===== config.mk =====
export PLATFORM = sky130hd
export DESIGN_NAME = sram_arbiter
export DESIGN_NICKNAME = d
export VERILOG_FILES = /design/src/rtl/sram_arb_pkg.sv /design/src/rtl/sram_arb_starve.sv /design/src/rtl/sram_arbiter.sv
export SDC_FILE = /design/constraint.sdc
export NUM_CORES = 1
export LEC_CHECK = 0
export ABC_AREA = 1
export CORE_ASPECT_RATIO = 0.75
export CORE_MARGIN = 1.5
export CORE_UTILIZATION = 25
export CTS_CLUSTER_DIAMETER = 200
export CTS_CLUSTER_SIZE = 10
export DETAILED_ROUTE_END_ITERATION = 10
export PLACE_DENSITY = 0.48
export SLEW_MARGIN = 20
export SYNTH_ARGS = -nofsm -noshare
export SYNTH_HDL_FRONTEND = slang
export SYNTH_SLANG_ARGS = --single-unit

===== constraint.sdc =====
create_clock -name clk_vram -period 4 [get_ports clk_vram]
set_clock_uncertainty 0.05 [all_clocks]
set_input_delay 0.8 -clock clk_vram [delete_from_list [all_inputs] [get_ports clk_vram]]
set_output_delay 0.8 -clock clk_vram [all_outputs]
set_load 0.01 [all_outputs]

===== src/rtl/sram_arb_pkg.sv =====
// Shared types and constants for the SRAM arbiter.
package sram_arb_pkg;

  typedef enum logic [1:0] {IDLE, ACCESS, RECOVER} sram_arb_state_t;

  typedef enum logic {OWN_CPU, OWN_DMA} sram_owner_t;

  // Upper SRAM address bits used for the CPU extended-RAM window.
  localparam logic [2:0] CPU_WINDOW_HI = 3'b000;

  // Map a CPU window offset onto the full SRAM address space.
  function automatic logic [17:0] cpu_to_sram(input logic [14:0] i_offset);
    return {CPU_WINDOW_HI, i_offset};
  endfunction

endpackage


===== src/rtl/sram_arb_starve.sv =====
// Grant decision and saturating DMA starvation counter for sram_arbiter.
module sram_arb_starve
  import sram_arb_pkg::*;
#(
  parameter int unsigned STARVE_LIMIT = 8
) (
  input  logic        i_clk,
  input  logic        i_reset,
  input  logic        i_idle,
  input  logic        i_cpu_req,
  input  logic        i_dma_req,
  output logic        o_grant,
  output sram_owner_t o_owner,
  output logic [7:0]  o_starve_cnt
);

  logic [7:0] r_cnt;
  logic       w_sat;
  logic       w_dma_win;

  // DMA wins when the CPU is quiet or the CPU has starved it long enough.
  always_comb begin
    w_sat     = (r_cnt == 8'(STARVE_LIMIT));
    w_dma_win = i_dma_req && (!i_cpu_req || w_sat);
    o_grant   = i_idle && (i_dma_req || i_cpu_req);
    o_owner   = w_dma_win ? OWN_DMA : OWN_CPU;
  end

  // Count CPU grants taken while DMA waits; clear once DMA is served or gone.
  always_ff @(posedge i_clk) begin
    if (i_reset) begin
      r_cnt <= 8'd0;
    end else if (i_idle) begin
      if (!i_dma_req || w_dma_win) begin
        r_cnt <= 8'd0;
      end else if (i_cpu_req && !w_sat) begin
        r_cnt <= r_cnt + 8'd1;
      end
    end
  end

  assign o_starve_cnt = r_cnt;

endmodule


===== src/rtl/sram_arbiter.sv =====
// CPU/DMA arbiter for the external SRAM (low byte lane), clocked on clk_vram.
// Optional grant statistics outputs are enabled with `define SRAM_ARB_STATS_EN.
module sram_arbiter
  import sram_arb_pkg::*;
#(
  parameter int unsigned ACCESS_CYCLES = 2,
  parameter int unsigned STARVE_LIMIT  = 8
) (
  input  logic        clk_vram,
  input  logic        reset,
  input  logic        cpu_req,
  input  logic        cpu_we,
  input  logic [14:0] cpu_addr,
  input  logic [7:0]  cpu_wdata,
  output logic [7:0]  cpu_rdata,
  output logic        cpu_ack,
  input  logic        dma_req,
  input  logic        dma_we,
  input  logic [17:0] dma_addr,
  input  logic [7:0]  dma_wdata,
  output logic [7:0]  dma_rdata,
  output logic        dma_ack,
  output logic [17:0] SRAM_ADDR,
  output logic [7:0]  SRAM_DQ_o,
  output logic        SRAM_DQ_oe,
  input  logic [7:0]  SRAM_DQ_i,
  output logic        SRAM_CE_N,
  output logic        SRAM_OE_N,
  output logic        SRAM_WE_N
`ifdef SRAM_ARB_STATS_EN
  ,
  output logic [15:0] cpu_grants,
  output logic [15:0] dma_grants,
  output logic [15:0] forced_grants
`endif
);

  localparam logic [2:0] LAST_ACC = 3'(ACCESS_CYCLES - 1);

  sram_arb_state_t r_state;
  sram_owner_t     r_owner;
  logic            r_we;
  logic [17:0]     r_addr;
  logic [7:0]      r_wdata;
  logic [2:0]      r_acc_cnt;
  logic            r_ce_n, r_oe_n, r_we_n, r_dq_oe;
  logic            r_cpu_ack, r_dma_ack;
  logic [7:0]      r_cpu_rdata, r_dma_rdata;

  logic            w_idle;
  logic            w_grant;
  sram_owner_t     w_owner;
  logic [7:0]      w_starve_cnt;
  logic            w_sel_we;
  logic [17:0]     w_sel_addr;
  logic [7:0]      w_sel_wdata;

  assign w_idle = (r_state == IDLE);

  sram_arb_starve #(
    .STARVE_LIMIT (STARVE_LIMIT)
  ) u_starve (
    .i_clk        (clk_vram),
    .i_reset      (reset),
    .i_idle       (w_idle),
    .i_cpu_req    (cpu_req),
    .i_dma_req    (dma_req),
    .o_grant      (w_grant),
    .o_owner      (w_owner),
    .o_starve_cnt (w_starve_cnt)
  );

  // Select the winning requester's access attributes for registering at grant.
  always_comb begin
    if (w_owner == OWN_DMA) begin
      w_sel_we    = dma_we;
      w_sel_addr  = dma_addr;
      w_sel_wdata = dma_wdata;
    end else begin
      w_sel_we    = cpu_we;
      w_sel_addr  = cpu_to_sram(cpu_addr);
      w_sel_wdata = cpu_wdata;
    end
  end

  // Access FSM; strobes are computed for the next state so every output is a flop.
  always_ff @(posedge clk_vram) begin
    if (reset) begin
      r_state     <= IDLE;
      r_owner     <= OWN_CPU;
      r_we        <= 1'b0;
      r_addr      <= 18'd0;
      r_wdata     <= 8'd0;
      r_acc_cnt   <= 3'd0;
      r_ce_n      <= 1'b1;
      r_oe_n      <= 1'b1;
      r_we_n      <= 1'b1;
      r_dq_oe     <= 1'b0;
      r_cpu_ack   <= 1'b0;
      r_dma_ack   <= 1'b0;
      r_cpu_rdata <= 8'd0;
      r_dma_rdata <= 8'd0;
    end else begin
      r_cpu_ack <= 1'b0;
      r_dma_ack <= 1'b0;
      unique case (r_state)
        IDLE: begin
          if (w_grant) begin
            r_owner   <= w_owner;
            r_we      <= w_sel_we;
            r_addr    <= w_sel_addr;
            r_wdata   <= w_sel_wdata;
            r_acc_cnt <= 3'd0;
            r_ce_n    <= 1'b0;
            r_oe_n    <= w_sel_we;
            r_we_n    <= !w_sel_we;
            r_dq_oe   <= w_sel_we;
            r_state   <= ACCESS;
          end
        end
        ACCESS: begin
          r_acc_cnt <= r_acc_cnt + 3'd1;
          if (r_acc_cnt == LAST_ACC) begin
            if (!r_we) begin
              if (r_owner == OWN_DMA) r_dma_rdata <= SRAM_DQ_i;
              else                    r_cpu_rdata <= SRAM_DQ_i;
            end
            // Release OE/WE but keep CE and write data for hold time.
            r_oe_n    <= 1'b1;
            r_we_n    <= 1'b1;
            r_cpu_ack <= (r_owner == OWN_CPU);
            r_dma_ack <= (r_owner == OWN_DMA);
            r_state   <= RECOVER;
          end
        end
        RECOVER: begin
          r_ce_n  <= 1'b1;
          r_dq_oe <= 1'b0;
          r_state <= IDLE;
        end
        default: begin
          r_ce_n  <= 1'b1;
          r_oe_n  <= 1'b1;
          r_we_n  <= 1'b1;
          r_dq_oe <= 1'b0;
          r_state <= IDLE;
        end
      endcase
    end
  end

`ifdef SRAM_ARB_STATS_EN
  logic [15:0] r_cpu_grants, r_dma_grants, r_forced_grants;

  // Grant statistics; counters wrap naturally at 16 bits.
  always_ff @(posedge clk_vram) begin
    if (reset) begin
      r_cpu_grants    <= 16'd0;
      r_dma_grants    <= 16'd0;
      r_forced_grants <= 16'd0;
    end else if (w_grant) begin
      if (w_owner == OWN_DMA) begin
        r_dma_grants <= r_dma_grants + 16'd1;
        if (cpu_req) r_forced_grants <= r_forced_grants + 16'd1;
      end else begin
        r_cpu_grants <= r_cpu_grants + 16'd1;
      end
    end
  end

  assign cpu_grants    = r_cpu_grants;
  assign dma_grants    = r_dma_grants;
  assign forced_grants = r_forced_grants;
`endif

  assign cpu_rdata  = r_cpu_rdata;
  assign cpu_ack    = r_cpu_ack;
  assign dma_rdata  = r_dma_rdata;
  assign dma_ack    = r_dma_ack;
  assign SRAM_ADDR  = r_addr;
  assign SRAM_DQ_o  = r_wdata;
  assign SRAM_DQ_oe = r_dq_oe;
  assign SRAM_CE_N  = r_ce_n;
  assign SRAM_OE_N  = r_oe_n;
  assign SRAM_WE_N  = r_we_n;

endmodule


==> results.py, run 1 <==
metrics = {
    "final_layout": {
        "drive_gt1_frac": 0.05803,
        "final_util": 0.3928,
        "nNetsFinal": 581,
        "n_antenna_cell": 0,
        "n_fill_cell": 1148,
        "seq_area_um2": 1261,
        "area_growth_pct": 52.40,
        "multi_input_area_um2": 1323,
    },
    "placed_design": {
        "numPortBuffers": 110,
        "dp_hpwl_mm": 6.087,
        "place.gp.congestion": 0.7436,
    },
    "sta": {
        "period_share": 0.6263,
        "worst_slew_pin_slew_ns": 0.7209,
        "setup_viol": 0,
        "hold_viol_final": 0,
        "rsz0062_at_grt": "no",
        "tns_ns": 0,
        "relSlewSlack": 0.5176,
        "slew_viol_final": 0,
        "timing.fmax_mhz": 399.2,
        "post-route-min-period_ns": 2.505,
    },
    "setup_path": {
        "crit_fanout": 46,
        "r2r-start": "u_starve.o_starve_cnt[0]$_SDFFE_PP0P_",
        "worstSetupPathType": "in2reg",
        "reg2reg_depth": 8,
        "required_ns": 4.17,
        "rrSetupSlack_ns": 1.51,
        "r2r-end": "SRAM_ADDR[16]$_SDFFE_PP0P_",
        "critical_path.endpoint": "SRAM_DQ_o[7]$_SDFFE_PP0P_",
        "crit_arrival_ns": 2.68,
        "critPathLaunchType": "primary input",
        "endpoint_kind": "register",
        "startpoint": "dma_req",
    },
    "clock_tree": {
        "clk-insertion-delay-late_ns": 0.32,
        "cts-root-buf": "clkbuf_16",
        "cts_buffer_depth": 2,
        "cts_buffers": 9,
        "hold_buffers": 0,
        "htree_num_levels": 3,
        "cts_tree": "built",
        "cts_setup_buffers": 0,
        "path_clk_slew_ns": 0.05,
        "cts_sinks": 63,
        "postCtsResizedCells": 0,
    },
    "global_routing": {
        "overflow": 0,
        "grt_first_pass_wirelength_mm": 13.37,
        "first_global_vias": 2634,
        "antenna_found_initial": 0,
        "grt_max_degree": 47,
        "gr-usage-all-layers": 0.1433,
    },
    "detailed_routing": {
        "top_layer": "met4",
        "drc_errors": 0,
        "met2_length_mm": 3.918,
        "route.vias.total": 2880,
        "met3_length_um": 338,
        "drt-met1-wl_mm": 4.054,
        "vias_per_cell": 4.384,
        "final_antenna_net_count": 0,
        "wl_per_cell_um": 12.81,
        "dr.first_iter.drc_count": 168,
        "wl_mm": 8.413,
        "dr.pass1.iters": 4,
    },
    "floorplanning": {
        "initial_core_util": 0.2577,
        "dieArea_um2": 11930,
        "die_w_um": 125.6,
        "rows": 33,
        "die_y_um": 94.98,
        "ioPinCount": 111,
        "core-area_um2": 10940,
    },
    "logic_synthesis": {
        "syn_area_per_cell_um2": 6.895,
        "synthCells": 409,
        "yosysSeqAreaShare": 0.4472,
        "ys_ff_latch": 63,
        "ys_warn_count": 0,
        "synth.net_count": 476,
        "ys_types": 25,
        "synth_area_um2": 2820,
    },
    "pwr": {
        "combPwrFrac": 0.206,
        "p_leak_nw": 1.836,
        "pwr-share-seq": 0.398,
        "swShare": 0.2655,
        "internal-power_mw": 1.303,
        "p_sw_mw": 0.4712,
        "clock_power_share": 0.396,
        "power.density_nw_per_um2": 412.9,
        "vdd_drop_max_v": 0.0002093,
    },
    "outcome": {
        "status": "complete, no violations",
    },
    "flow_run": {
        "cap_violations": 0,
    },
    "min_path": {
        "hp-class": "reg2reg",
    },
}
[worst min-delay path by stage]
stage	from	end	cells after the start
5_1_grt	dma_rdata[0]$_SDFFE_PP0P_	dma_rdata[0]$_SDFFE_PP0P_	2
6_report	dma_rdata[3]$_SDFFE_PP0P_	dma_rdata[3]$_SDFFE_PP0P_	2
3_3_place_gp	SRAM_CE_N$_SDFFE_PP1P_	SRAM_CE_N$_SDFFE_PP1P_	2
3_5_place_dp	dma_rdata[3]$_SDFFE_PP0P_	dma_rdata[3]$_SDFFE_PP0P_	2
2_1_floorplan	u_starve.o_starve_cnt[0]$_SDFFE_PP0P_	u_starve.o_starve_cnt[0]$_SDFFE_PP0P_	2
4_1_cts	dma_rdata[3]$_SDFFE_PP0P_	dma_rdata[3]$_SDFFE_PP0P_	2
[placed cells by master (no fill, tap or decap), types with 2 or more instances in the layout]
| cell type | Yosys | layout |
|---|---|---|
| clkinv_2 | 1 | 2 |
| buf_4 | 1 | 3 |
| nand2_2 | 3 | 3 |
| nor3_1 | 4 | 4 |
| dfxtp_1 | 63 | 63 |
| xor2_1 | 2 | 2 |
| o21ai_0 | 13 | 13 |
| nor2_1 | 77 | 77 |
| clkbuf_1 | 9 | 2 |
| inv_1 | 38 | 38 |
| clkdlybuf4s50_1 | 0 | 109 |
| inv_2 | 2 | 2 |
| nor2_4 | 2 | 3 |
| ha_1 | 4 | 4 |
| nor2_2 | 3 | 2 |
| clkbuf_8 | 0 | 2 |
| nand3_1 | 61 | 61 |
| nand2_1 | 90 | 90 |
| a21oi_1 | 20 | 20 |
| clkbuf_16 | 0 | 9 |
[sequential cells by signal, summed over array words and instances (netlist names)]
name and flops:
SRAM_ADDR 18, SRAM_DQ_o 8, cpu_rdata 8, dma_rdata 8, u_starve.o_starve_cnt 8, r_acc_cnt 3
r_state 2, SRAM_CE_N 1, SRAM_DQ_oe 1, SRAM_OE_N 1, SRAM_WE_N 1, cpu_ack 1
dma_ack 1, r_owner 1, r_we 1
[cell families after synthesis]
| kind of cell | Yosys count | share of synthesized area |
|---|---|---|
| and+or+nand+nor | 241 | 0.3625 |
| xor gates and xnor gates | 3 | 0.009318 |
| adders and majority gates | 4 | 0.01775 |
| AOI/OAI and AO/OA | 38 | 0.07765 |
| buffers and inverters | 60 | 0.08562 |
| DFF | 63 | 0.4472 |
[critical path: stages]
cell	delay, ns
clkdlybuf4s50_1	0.45
buf_4	0.30
nor2_1	0.17
nor2_4	0.19
buf_4	0.44
nand3_1	0.18
nand2_1	0.09
inv_1	0.04
[through the flow]
stage                     total power, mW  hold WS (ns)  worst slack (ns)  cell area (um^2)  cells
after floorplan                    0.9013        0.4070             2.123              2820    409
after detailed placement            1.087        0.4116             1.157              4033    643
final                               1.775        0.4122             1.495              4298    657
after global routing                1.874        0.4417             1.151              4298    657
after CTS                           1.806        0.4192             1.490              4298    657
after global placement              1.084        0.3956             1.170              4033    643
[final cells by class]
class / count / share of cell area
sequential: 63 / 0.2935
inverter: 41 / 0.03610
tap: 140 / 0.04076
timing repair buffer: 113 / 0.2603
multi-input combinational: 286 / 0.3077
clock buffer: 13 / 0.06055
clock inverter: 1 / 0.001164
[synthesized netlist by cell type, drive strengths merged]
master | n | area [um^2]
ha | 4 | 50.05
dfxtp | 63 | 1261
clkinv | 1 | 5.000
xnor2 | 1 | 8.760
o21a | 1 | 7.510
nor3 | 4 | 20.02
nand2 | 93 | 356.6
inv | 40 | 150.1
clkbuf | 9 | 33.78
nand3 | 62 | 315.3
o21ai | 14 | 81.33
xor2 | 2 | 17.52
a31oi | 1 | 6.260
o32ai | 1 | 16.27
a21oi | 20 | 100.1
nor2 | 82 | 330.3
o211ai | 1 | 7.510
buf | 10 | 52.55
[power groups by stage]
stage	combinational (mW)	sequential, mW	clock, mW
6_report	0.366	0.706	0.702
5_1_grt	0.409	0.712	0.752
4_1_cts	0.370	0.707	0.729
3_5_place_dp	0.369	0.719	0
3_3_place_gp	0.366	0.718	0
2_1_floorplan	0.169	0.733	0
[metal layers]
layer  GRT usage  vias up
li1            -     1495
met1      0.1935     1321
met2      0.2178       56
met3     0.03683        8
met4     0.05966        0
met5           0        -
(Power assumes the default switching activity.)
==> run 2: changes to the inputs <==
==> constraint.sdc (replaced) <==
create_clock -name clk_vram -period 2.55 [get_ports clk_vram]
set_clock_uncertainty 0.05 [all_clocks]
set_input_delay 0.51 -clock clk_vram [delete_from_list [all_inputs] [get_ports clk_vram]]
set_output_delay 0.51 -clock clk_vram [all_outputs]
set_load 0.01 [all_outputs]
==> run 2 against run 1 <==
Net effect:
- critical path depth up 2
- flip-flop and latch count unchanged
- first-iteration DRC count fell by 1.8%
- worst hold slack worse by 0.0012 ns
- non-clock buffer count up 1
- sequential power rose by 57%
- global-route usage down 0.056 points
- worst setup slack worse by 1.2 ns
- cell area is 0.76% higher
- largest power group is now clock
==> results.py, run 2 (synthesis results as in run 1) <==
metrics = {
    "outcome": {
        "status": "complete, no violations",
    },
    "sta": {
        "relSlewSlack": 0.5344,
        "post-route-min-period_ns": 2.224,
        "setup_viol": 0,
        "slew_viol_final": 0,
        "worst_slew_pin_slew_ns": 0.6958,
        "timing.fmax_mhz": 449.7,
        "rsz0062_at_grt": "no",
        "period_share": 0.8720,
        "tns_ns": 0,
        "hold_viol_final": 0,
    },
    "setup_path": {
        "critPathLaunchType": "register",
        "worst_path_largest_cell_delay_ns": 0.60,
        "crit_arrival_ns": 2.40,
        "slowest_stage": "o21ai_4",
        "path_buf_inv": 3,
        "startpoint": "u_starve.o_starve_cnt[0]$_SDFFE_PP0P_",
        "endpoint_kind": "register",
        "path_cells": "inv_1 -> ha_1 -> nand3_1 -> o21ai_4 -> nand2_2 -> buf_4 -> nand2_1 -> nand3_1 -> nand2_1 -> inv_1",
        "required_ns": 2.73,
        "rrSetupSlack_ns": 0.33,
        "critical_path.endpoint": "SRAM_DQ_o[7]$_SDFFE_PP0P_",
        "r2r-end": "SRAM_DQ_o[7]$_SDFFE_PP0P_",
        "crit_fanout": 26,
        "cp_top_family": "compound AO/OA/AOI/OAI gates",
        "cp.depth": 10,
        "reg2reg_depth": 10,
        "r2r-start": "u_starve.o_starve_cnt[0]$_SDFFE_PP0P_",
        "worstSetupPathType": "reg2reg",
    },
    "global_routing": {
        "gr-usage-all-layers": 0.1428,
        "overflow": 0,
        "grt_max_degree": 47,
        "antenna_found_initial": 0,
        "first_global_vias": 2622,
        "grt_first_pass_wirelength_mm": 13.43,
    },
    "clock_tree": {
        "path_clk_slew_ns": 0.05,
        "cts_tree": "built",
        "clk-insertion-delay-late_ns": 0.33,
        "postCtsResizedCells": 0,
        "cts_sinks": 63,
        "cts_setup_buffers": 0,
        "cts_buffers": 9,
        "cts_buffer_depth": 2,
        "hold_buffers": 0,
        "htree_num_levels": 3,
        "cts-root-buf": "clkbuf_16",
    },
    "detailed_routing": {
        "dr.pass1.iters": 6,
        "vias_per_cell": 4.312,
        "dr.first_iter.drc_count": 165,
        "final_antenna_net_count": 0,
        "wl_per_cell_um": 12.66,
        "drc_errors": 0,
        "wl_mm": 8.356,
        "route.vias.total": 2846,
    },
    "final_layout": {
        "drive_gt1_frac": 0.06346,
        "n_antenna_cell": 0,
        "layout_commonest_cell": "clkdlybuf4s50_1",
        "area_growth_pct": 53.55,
        "final_util": 0.3958,
        "final_cell_mix": "clkdlybuf4s50_1 (109), nand2_1 (90), nor2_1 (77)",
        "final_design_area_no_fill_um2": 4330,
        "nNetsFinal": 582,
        "largest_register_ffs": 18,
    },
    "floorplanning": {
        "core-area_um2": 10940,
        "die_y_um": 94.98,
        "ioPinCount": 111,
        "rows": 33,
        "dieArea_um2": 11930,
        "initial_core_util": 0.2577,
        "die_w_um": 125.6,
    },
    "flow_run": {
        "cap_violations": 0,
    },
    "min_path": {
        "hp-class": "reg2reg",
        "hold_depth": 2,
    },
    "pwr": {
        "vdd_drop_max_v": 0.0003148,
        "p_leak_nw": 1.849,
        "power_mw": 2.823,
        "power.density_nw_per_um2": 651.8,
    },
    "placed_design": {
        "place.gp.congestion": 0.7759,
        "placed_area_um2": 4053,
        "dp_hpwl_mm": 6.036,
        "numPortBuffers": 110,
    },
}
==> run 2: cell count changes in the layout (fill, tap and decap cells not counted) <==
cell and delta:
clkinv_2 +1, clkinvlp_4 +1, buf_12 +1
==> run 2: how the worst min path moves through the flow <==
stage / startpoint / to
after floorplan: u_starve.o_starve_cnt[0]$_SDFFE_PP0P_ / u_starve.o_starve_cnt[0]$_SDFFE_PP0P_
after global placement: SRAM_CE_N$_SDFFE_PP1P_ / SRAM_CE_N$_SDFFE_PP1P_
after detailed placement: SRAM_ADDR[15]$_SDFFE_PP0P_ / SRAM_ADDR[15]$_SDFFE_PP0P_
after CTS: SRAM_ADDR[15]$_SDFFE_PP0P_ / SRAM_ADDR[15]$_SDFFE_PP0P_
after global routing: SRAM_ADDR[15]$_SDFFE_PP0P_ / SRAM_ADDR[15]$_SDFFE_PP0P_
final: dma_rdata[2]$_SDFFE_PP0P_ / dma_rdata[2]$_SDFFE_PP0P_
==> run 2: power by group <==
group,switching (mW),total (mW),leakage (nW),internal (mW)
Sequential,0.0445,1.11,0.516,1.06
Combinational,0.291,0.583,1.20,0.292
Clock,0.427,1.13,0.136,0.707
Total,0.762,2.82,1.85,2.06
==> run 2: cell type report <==
class                      count  area (um^2)
fill                        1135         6611
multi-input combinational    286         1323
sequential                    63         1261
timing repair buffer         114         1139
clock buffer                  13        260.3
tap                          140        175.2
inverter                      41        155.1
clock inverter                 3        17.52
==> run 2: worst reg2reg max path, stage by stage (launching register included) <==
cell and delay [ns]:
dfxtp_1 0.33, inv_1 0.10, ha_1 0.17, nand3_1 0.14, o21ai_4 0.60, nand2_2 0.16, buf_4 0.27, nand2_1 0.10
nand3_1 0.10, nand2_1 0.08, inv_1 0.03
==> run 2: layer usage <==
| layer | global-route usage | vias up | wire (um) |
|---|---|---|---|
| li1 | - | 1501 | - |
| met1 | 0.1912 | 1280 | 4021 |
| met2 | 0.2219 | 59 | 3874 |
| met3 | 0.04193 | 6 | 387 |
| met4 | 0.04451 | 0 | 72 |
| met5 | 0 | - | 0 |
==> run 2: per-stage QoR <==
stage	setup WS (ns)	instances	hold WS, ns
after CTS	0.3273	660	0.4143
after detailed placement	0.3413	644	0.4056
after global placement	0.3199	644	0.3938
final	0.3264	660	0.4109
after floorplan	0.9631	409	0.4070
after global routing	0.1186	660	0.4297
==> run 3: changes to the inputs <==
--- a/config.mk
+++ b/config.mk
@@ -7,7 +7,7 @@
 export LEC_CHECK = 0
 export ABC_AREA = 1
 export CORE_ASPECT_RATIO = 0.75
-export CORE_MARGIN = 1.5
+export CORE_MARGIN = 5
 export CORE_UTILIZATION = 25
 export CTS_CLUSTER_DIAMETER = 200
 export CTS_CLUSTER_SIZE = 10
==> run 3 against run 2 <==
Net effect:
- die area increased by 13%
- register-to-register slack improved by 0.06 ns
- utilization increased by 0.26 points
- sequential share of layout area decreased by 0.30 points
- highest routed layer unchanged
==> results.py, run 3 (synthesis results as in run 1) <==
metrics = {
    "clock_tree": {
        "cts_buffer_depth": 2,
        "cts_tree": "built",
        "cts_setup_buffers": 0,
        "cts_buffers": 9,
        "path_clk_slew_ns": 0.06,
        "postCtsResizedCells": 0,
        "cts-root-buf": "clkbuf_16",
        "htree_num_levels": 3,
        "hold_buffers": 0,
        "cts_sinks": 63,
        "clk-insertion-delay-late_ns": 0.33,
    },
    "setup_path": {
        "slowest_stage": "o21ai_4",
        "cp_top_family": "compound AO/OA/AOI/OAI gates",
        "endpoint_kind": "register",
        "path_cells": "inv_1 -> ha_1 -> nand3_1 -> o21ai_4 -> nand2_2 -> buf_4 -> nand2_1 -> nand3_1 -> nand2_1 -> inv_1",
        "critPathLaunchType": "register",
        "worst_path_largest_cell_delay_ns": 0.61,
        "crit_arrival_ns": 2.35,
        "crit_fanout": 26,
        "worstSetupPathType": "reg2reg",
        "path_buf_inv": 3,
        "required_ns": 2.73,
    },
    "pwr": {
        "p_leak_nw": 1.865,
        "swShare": 0.2660,
        "clock_power_share": 0.438,
        "vdd_drop_max_v": 0.0003393,
        "internal-power_mw": 2.208,
        "p_sw_mw": 0.8003,
        "pwr-share-seq": 0.368,
        "combPwrFrac": 0.195,
        "power.density_nw_per_um2": 687.6,
    },
    "floorplanning": {
        "ioPinCount": 111,
        "initial_core_util": 0.2568,
        "dieArea_um2": 13530,
        "rows": 33,
        "core-area_um2": 10980,
        "die_y_um": 102.0,
        "die_w_um": 132.6,
    },
    "detailed_routing": {
        "wl_mm": 8.881,
        "wl_per_cell_um": 13.46,
        "route.vias.total": 2864,
        "vias_per_cell": 4.339,
        "drc_errors": 0,
        "dr.first_iter.drc_count": 130,
        "dr.pass1.iters": 4,
        "final_antenna_net_count": 0,
    },
    "sta": {
        "setup_viol": 0,
        "post-route-min-period_ns": 2.167,
        "rsz0062_at_grt": "no",
        "period_share": 0.8498,
        "timing.fmax_mhz": 461.5,
        "relSlewSlack": 0.5294,
        "worst_slack_ns": 0.3830,
        "tns_ns": 0,
        "slew_viol_final": 0,
        "hold_viol_final": 0,
        "worst_slew_pin_slew_ns": 0.7033,
    },
    "final_layout": {
        "n_antenna_cell": 0,
        "layout_commonest_cell": "clkdlybuf4s50_1",
        "nNetsFinal": 582,
        "final_cell_mix": "clkdlybuf4s50_1 (109), nand2_1 (90), nor2_1 (77)",
        "fin_cells": 660,
        "n_fill_cell": 1146,
        "final_design_area_no_fill_um2": 4375,
        "largest_register_ffs": 18,
        "drive_gt1_frac": 0.06731,
        "area_growth_pct": 55.15,
    },
    "placed_design": {
        "numPortBuffers": 110,
        "dp_hpwl_mm": 6.411,
        "placedCellCount": 644,
        "placed_area_um2": 4053,
        "preCtsSetupSlack_ns": 0.3199,
        "place.gp.congestion": 0.7518,
    },
    "global_routing": {
        "grt_first_pass_wirelength_mm": 13.89,
        "antenna_found_initial": 0,
        "gr-usage-all-layers": 0.1286,
        "grt_max_degree": 48,
        "overflow": 0,
        "first_global_vias": 2752,
    },
    "flow_run": {
        "cap_violations": 0,
    },
    "min_path": {
        "hp-class": "reg2reg",
    },
    "outcome": {
        "status": "complete, no violations",
    },
}
[run 3: path summary, 6_finish.rpt]
check	slack, ns	cells after the start	end	startpoint
min	0.40	2	SRAM_CE_N$_SDFFE_PP1P_	SRAM_CE_N$_SDFFE_PP1P_
max reg2reg	0.38	10	SRAM_ADDR[5]$_SDFFE_PP0P_	u_starve.o_starve_cnt[0]$_SDFFE_PP0P_
min reg2reg	0.40	2	SRAM_CE_N$_SDFFE_PP1P_	SRAM_CE_N$_SDFFE_PP1P_
max	0.38	10	SRAM_ADDR[5]$_SDFFE_PP0P_	u_starve.o_starve_cnt[0]$_SDFFE_PP0P_
[run 3: per-stage QoR]
| step | utilization | hold WS, ns | total power, mW |
|---|---|---|---|
| after floorplan | - | 0.4070 | 1.414 |
| after global placement | 0.3690 | 0.3977 | 1.714 |
| after detailed placement | 0.3690 | 0.3920 | 1.718 |
| after CTS | 0.3984 | 0.4076 | 3.062 |
| after global routing | 0.3984 | 0.4329 | 3.166 |
| final | 0.3984 | 0.4014 | 3.008 |
[run 3: layout make-up]
type / count / area, um^2 / area share
multi-input cells: 286 / 1323 / 0.3023
clock inverters: 7 / 97.59 / 0.02230
well taps: 140 / 175.2 / 0.04003
flip-flops and latches: 63 / 1261 / 0.2882
clock buffers: 9 / 225.2 / 0.05147
inverters: 41 / 155.1 / 0.03546
repair buffers: 114 / 1139 / 0.2602
[run 3: power groups by stage]
stage / combinational [mW] / sequential [mW] / clock, mW
after floorplan: 0.265 / 1.15 / 0
after global placement: 0.589 / 1.12 / 0
after detailed placement: 0.592 / 1.13 / 0
after CTS: 0.595 / 1.11 / 1.36
after global routing: 0.652 / 1.11 / 1.40
final: 0.586 / 1.11 / 1.32
[run 3: layer usage]
layer,global-route usage,vias up,share of wire
li1,-,1499,-
met1,0.1657,1288,0.47
met2,0.2085,64,0.47
met3,0.03346,13,0.036
met4,0.05112,0,0.017
met5,0,-,0
[run 3: worst min-delay path, cell delays in order (launching register included)]
cell,delay (ns)
dfxtp_1,0.32
nand2_1,0.05
nand3_1,0.05
